### src/rtl/tdm_pkg.sv
`default_nettype none
// ============================================================================
// Module      : tdm_pkg
// Description : Shared TDM framing constants and state encodings.
// Revision    : 1.0 - initial release
// ============================================================================
package tdm_pkg;
    localparam int NUM_SLOTS = 8;
    localparam int SLOT_W    = 3;

    localparam logic [0:0] HUNT = 1'b0;
    localparam logic [0:0] LOCK = 1'b1;
endpackage
`default_nettype wire

### src/rtl/tdm_slot_ctr.sv
`default_nettype none
// ============================================================================
// Module      : tdm_slot_ctr
// Description : 3-bit TDM slot counter with enable, load-to-1 and clear.
// Revision    : 1.0 - initial release
// ============================================================================
module tdm_slot_ctr
    import tdm_pkg::*;
(
    input  logic              clk,
    input  logic              rst,
    input  logic              i_en,
    input  logic              i_load,
    input  logic              i_clr,
    output logic [SLOT_W-1:0] o_slot
);

    logic [SLOT_W-1:0] r_slot;

    // Clear wins over load; both only act on an enabled beat.
    always_ff @(posedge clk or posedge rst) begin
        if (rst) begin
            r_slot <= '0;
        end else if (i_en) begin
            if (i_clr) begin
                r_slot <= '0;
            end else if (i_load) begin
                r_slot <= SLOT_W'(1);
            end else begin
                r_slot <= r_slot + SLOT_W'(1);
            end
        end
    end

    assign o_slot = r_slot;

endmodule
`default_nettype wire

### src/rtl/demux1x8_tdm.sv
`default_nettype none
// ============================================================================
// Module      : demux1x8_tdm
// Description : 1:8 TDM serial-to-parallel demux with frame lock and flywheel.
// Revision    : 1.0 - initial release
// ============================================================================
module demux1x8_tdm
    import tdm_pkg::*;
#(
    parameter int MISS_LIMIT = 1
) (
    input  logic                 clk,
    input  logic                 rst,
    input  logic                 din,
    input  logic                 din_valid,
    input  logic                 frame_sync,
    output logic [NUM_SLOTS-1:0] out,
    output logic                 out_valid,
    output logic                 locked,
    output logic                 sync_err
);

    localparam logic [1:0] c_MISS_LIMIT = 2'(MISS_LIMIT);

    logic [0:0]           r_state;
    logic [0:0]           w_state_nxt;
    logic [SLOT_W-1:0]    w_slot;
    logic [1:0]           r_miss;
    logic [NUM_SLOTS-2:0] r_shadow;
    logic [NUM_SLOTS-1:0] r_out;
    logic                 r_out_valid;
    logic                 r_sync_err;

    logic w_slot0;
    logic w_can_fly;
    logic w_ld;
    logic w_clr;
    logic w_inc;
    logic w_deliver;
    logic w_err;
    logic w_miss_clr;
    logic w_miss_inc;

    assign w_slot0   = (w_slot == '0);
    assign w_can_fly = (r_miss < c_MISS_LIMIT);

    always_ff @(posedge clk or posedge rst) begin
        if (rst) begin
            r_state <= HUNT;
        end else begin
            r_state <= w_state_nxt;
        end
    end

    always_comb begin
        w_state_nxt = r_state;
        if (din_valid) begin
            case (r_state)
                HUNT: begin
                    if (frame_sync) begin
                        w_state_nxt = LOCK;
                    end
                end
                default: begin
                    if (!frame_sync && w_slot0 && !w_can_fly) begin
                        w_state_nxt = HUNT;
                    end
                end
            endcase
        end
    end

    // Per-beat action decode; registered below so outputs have no input path.
    always_comb begin
        w_ld       = 1'b0;
        w_clr      = 1'b0;
        w_inc      = 1'b0;
        w_deliver  = 1'b0;
        w_err      = 1'b0;
        w_miss_clr = 1'b0;
        w_miss_inc = 1'b0;
        if (din_valid) begin
            case (r_state)
                HUNT: begin
                    if (frame_sync) begin
                        w_ld       = 1'b1;
                        w_miss_clr = 1'b1;
                    end
                end
                default: begin
                    if (frame_sync) begin
                        w_ld       = 1'b1;
                        w_err      = !w_slot0;
                        w_miss_clr = w_slot0;
                    end else if (!w_slot0) begin
                        w_inc      = 1'b1;
                        w_deliver  = (w_slot == SLOT_W'(NUM_SLOTS - 1));
                    end else begin
                        w_err = 1'b1;
                        if (w_can_fly) begin
                            w_ld       = 1'b1;
                            w_miss_inc = 1'b1;
                        end else begin
                            w_clr      = 1'b1;
                            w_miss_clr = 1'b1;
                        end
                    end
                end
            endcase
        end
    end

    tdm_slot_ctr u_slot_ctr (
        .clk    (clk),
        .rst    (rst),
        .i_en   (w_ld | w_clr | w_inc),
        .i_load (w_ld),
        .i_clr  (w_clr),
        .o_slot (w_slot)
    );

    always_ff @(posedge clk or posedge rst) begin
        if (rst) begin
            r_miss <= '0;
        end else if (w_miss_clr) begin
            r_miss <= '0;
        end else if (w_miss_inc) begin
            r_miss <= r_miss + 2'd1;
        end
    end

    // Slot 7 is never stored: it goes straight into the output word.
    always_ff @(posedge clk or posedge rst) begin
        if (rst) begin
            r_shadow <= '0;
        end else begin
            if (w_ld) begin
                r_shadow[0] <= din;
            end
            if (w_inc) begin
                for (int k = 0; k < NUM_SLOTS - 1; k++) begin
                    if (w_slot == SLOT_W'(k)) begin
                        r_shadow[k] <= din;
                    end
                end
            end
        end
    end

    always_ff @(posedge clk or posedge rst) begin
        if (rst) begin
            r_out       <= '0;
            r_out_valid <= 1'b0;
            r_sync_err  <= 1'b0;
        end else begin
            if (w_deliver) begin
                r_out <= {din, r_shadow};
            end
            r_out_valid <= w_deliver;
            r_sync_err  <= w_err;
        end
    end

    assign out       = r_out;
    assign out_valid = r_out_valid;
    assign sync_err  = r_sync_err;
    assign locked    = (r_state == LOCK);

endmodule
`default_nettype wire

### config.mk
export PLATFORM = sky130hd
export DESIGN_NAME = demux1x8_tdm
export DESIGN_NICKNAME = d
export VERILOG_FILES = /design/src/rtl/tdm_pkg.sv /design/src/rtl/tdm_slot_ctr.sv /design/src/rtl/demux1x8_tdm.sv
export SDC_FILE = /design/constraint.sdc
export NUM_CORES = 1
export LEC_CHECK = 0
export CAP_MARGIN = 0
export CORE_MARGIN = 5
export CORE_UTILIZATION = 53
export DETAILED_ROUTE_END_ITERATION = 16
export PLACE_DENSITY = 0.77
export SETUP_SLACK_MARGIN = 0.15
export SYNTH_ARGS = -nofsm -noshare
export SYNTH_HDL_FRONTEND = slang
export SYNTH_SLANG_ARGS = --single-unit
### constraint.sdc
create_clock -name clk -period 2 [get_ports clk]
set_input_delay 0.6 -clock clk [delete_from_list [all_inputs] [get_ports clk]]
set_output_delay 0.6 -clock clk [all_outputs]
set_load 0.02 [all_outputs]
==> flow_summary_export.csv <==
group,metric,value,unit
clock_tree,clock_sinks,23,
floorplan,core_region_area,0.00217,mm²
logic_synthesis,synthesis.nets,112,
final_layout,fin_nets,145,
logic_synthesis,ys_types,28,
logic_synthesis,yosysMostFrequentCell,"dfrtp_1",
sta,clock.fmax,0.544,GHz
placed_design,hpwl,1810,µm
floorplan,die_area,0.00329,mm²
logic_synthesis,synth_common_cells,"dfrtp_1 (23), inv_1 (11), ha_1 (8), mux2_4 (8), mux2_2 (7)",
logic_synthesis,ys_seq_area_share,48.4,%
power_and_ir_drop,pwr-share-clk,13.0,%
logic_synthesis,avgSynthCellArea,12.0,µm²
min_path,hp-class,"reg -> reg",
logic_synthesis,syn-instance-count,99,
critical_path,reg2reg_from,"u_slot_ctr.o_slot[0]",
final_layout,diodes,0,
sta,timing.final.crit_period,1.84,ns
global_routing,grt_start_max_net_pins,24,
global_routing,grt_pass1_vias,919,
critical_path,crit_chain,"clkdlybuf4s50_1 -> nand3b_4 -> or3b_4 -> buf_6 -> mux2_4",
power_and_ir_drop,p_int,1.11,mW
sta,slew_viol_final,0,
global_routing,grt_use_total,16.7,%
critical_path,cp.required,2.21,ns
critical_path,r2r_setup_slack,0.20,ns
placed_design,io_buffers,15,
global_routing,antenna_found_initial,0,
critical_path,cpMaxStageDelayCell,"clkdlybuf4s50_1",
drt,drtPass1Iterations,4,
outcome,status,"completed",
clock_tree,cts_inserted_buffers,3,
sta,slew_headroom,76.1,%
critical_path,start_kind,"input pin",
drt,remaining_drc_errors,0,
critical_path,cp-end-kind,"flip-flop",
critical_path,rr_worst_depth,7,
sta,clock_skew,0.0132,ns
sta,setup-violations-final,0,
logic_synthesis,synthesis.area,0.00119,mm²
logic_synthesis,yosys-top-cells-area,"dfrtp_1 (48%), mux2_4 (10%), ha_1 (8.4%), mux2_2 (6.6%), inv_1 (3.5%)",
floorplan,die_x,57.4,µm
clock_tree,cts_tree,"yes",
drt,viasPerCell,5.48,
critical_path,timing.rr.end,"out[0]",
clock_tree,htreeDepth,1,
power_and_ir_drop,power-per-cell-area,1140,mW/mm²
power_and_ir_drop,power_frac_comb,46.5,%
drt,routed_wl,2440,µm
clock_tree,insertion_delay,0.32,ns
logic_synthesis,synth-edff-count,0,
floorplan,ios,16,
sta,rsz0062_at_grt,"false",
floorplan,die_y,57.4,µm
placed_design,gp_congestion,0.799,
power_and_ir_drop,switching_share,36.9,%
final_layout,finalInstanceArea,0.00154,mm²
logic_synthesis,yosys.area.top_type,"dfrtp_1",
sta,timing.final.hold_violations,0,
final_layout,fill_cells,165,
logic_synthesis,async_flop_share,100,%
final_layout,area_growth,29.8,%
power_and_ir_drop,power.switching,650,µW
floorplan,initial_core_util,54.8,%
critical_path,crit_path_end,"out[0]",
drt,dr.first_iter.drc_count,16,
drt,num_vias,871,
drt,wl_per_cell,15.4,µm
critical_path,path_max_fanout,5,
final_layout,drive_above_1_share,35.9,%
placed_design,placed_area,0.00146,mm²
logic_synthesis,synth_top_cell_area_share,48.4,%
logic_synthesis,ys_warn_count,0,
logic_synthesis,synth_flop_cell,"dfrtp_1",
critical_path,cp.arrival,2.05,ns
clock_tree,root_buffer,"clkbuf_4",
critical_path,critPathLaunch,"frame_sync",
clock_tree,clk_pin_slew,0.14,ns
floorplan,row_count,17,
power_and_ir_drop,vdd_ir_drop_max,713,µV
sta,tightestPinTransition,0.358,ns
drt,ant_nets,0,
clock_tree,cts_buffer_depth,2,
critical_path,cp_slowest_stage_delay,0.44,ns
logic_synthesis,ys_ff_latch,23,
global_routing,grt_pass1_wl,4220,µm
sta,fin_crit_sh,91.9,%
global_routing,overflow,0,
sta,final.hold.worst_slack,0.521,ns
power_and_ir_drop,p_seq_share,40.5,%
critical_path,crit_type,"in -> reg",
job,max_cap_violations,0,
power_and_ir_drop,power_leakage,0.801,nW
==> worst min path at each step <==
stage	startpoint	endpoint	slack, ns	cells past startpoint
floorplan	r_shadow[1]	out[1]	0.48	1
global route	r_shadow[4]	out[4]	0.54	1
global placement	r_shadow[3]	out[3]	0.49	1
detailed placement	r_shadow[4]	out[4]	0.50	1
finish	out[2]	out[2]	0.52	1
CTS	r_shadow[4]	out[4]	0.53	1
==> kinds of logic (layout without fill, tap and decap cells) <==
family	Yosys count	in the layout	synth area share, %
compound gates	13	13	6.42
fa+ha+maj	8	8	8.42
buf+inv	14	46	5.26
flops	23	23	48.4
mux	17	17	18.4
simple gates	24	24	13.1
==> critical path, delay by kind of cell <==
family	cells	cell delay [ns]
buf+inv	2	0.59
simple gates	2	0.57
mux	1	0.29
==> state kept, by name (all words and copies together) (netlist names) <==
name               cells
locked                 1
r_shadow               7
r_miss                 2
out_valid              1
out                    8
u_slot_ctr.o_slot      3
sync_err               1
==> power by group through the flow <==
stage / Clock, mW / Combinational [mW] / Sequential [mW]
after floorplan: 0 / 0.423 / 0.764
after CTS: 0.235 / 0.774 / 0.705
after global placement: 0 / 0.746 / 0.701
after global routing: 0.258 / 0.909 / 0.734
final: 0.229 / 0.818 / 0.713
after detailed placement: 0 / 0.784 / 0.719
==> stage by stage <==
| step | std cells | utilization [%] | total power, mW | setup WS, ns | TNS, ns |
|---|---|---|---|---|---|
| CTS | 157 | 69.1 | 1.71 | 0.164 | 0 |
| floorplan | 99 | - | 1.19 | 0.165 | 0 |
| global route | 159 | 71.1 | 1.90 | 0.147 | 0 |
| finish | 159 | 71.1 | 1.76 | 0.163 | 0 |
| detailed placement | 153 | 67.2 | 1.50 | -0.261 | -3.99 |
| global placement | 153 | 67.2 | 1.45 | -0.250 | -3.51 |
==> cells in the final DEF (no fill, tap or decap), types with 4 or more instances in the layout <==
cell type | Yosys | layout
dfrtp_1 | 23 | 22
buf_4 | 0 | 13
dlygate4sd2_1 | 0 | 11
inv_1 | 11 | 9
mux2_4 | 8 | 8
mux2_2 | 7 | 7
nand3_1 | 6 | 6
a21oi_1 | 5 | 5
ha_1 | 8 | 5
o21ai_0 | 4 | 4
==> per-layer routing <==
metal | up-vias | part of all wire (%) | global-route usage, % | wire length, µm
li1 | 412 | - | - | -
met3 | 5 | 3.3 | 2.71 | 81
met2 | 15 | 52 | 29.2 | 1270
met4 | 0 | 1.6 | 5.96 | 39
met5 | - | 0 | 0 | 0
met1 | 439 | 43 | 20.5 | 1050
==> repair_timing <==
action                                  in CTS  in global routing
endpoints found under the hold margin        0                  0
buffers inserted                             0                  2
hold buffers                                 0                  0
pin swaps                                    0                  1
resized for setup                           17                 10
endpoints found under the setup margin      27                 12
==> final cells by class <==
cell class	count	area (µm²)	area share, %
inverters	11	41.3	2.68
repair buffers	31	270	17.5
multi-input cells	62	589	38.2
flip-flops and latches	23	577	37.4
well taps	28	35.0	2.27
clock buffers	3	22.5	1.46
clock inverters	1	7.51	0.487
No activity file was read; power rests on OpenSTA's default activity.
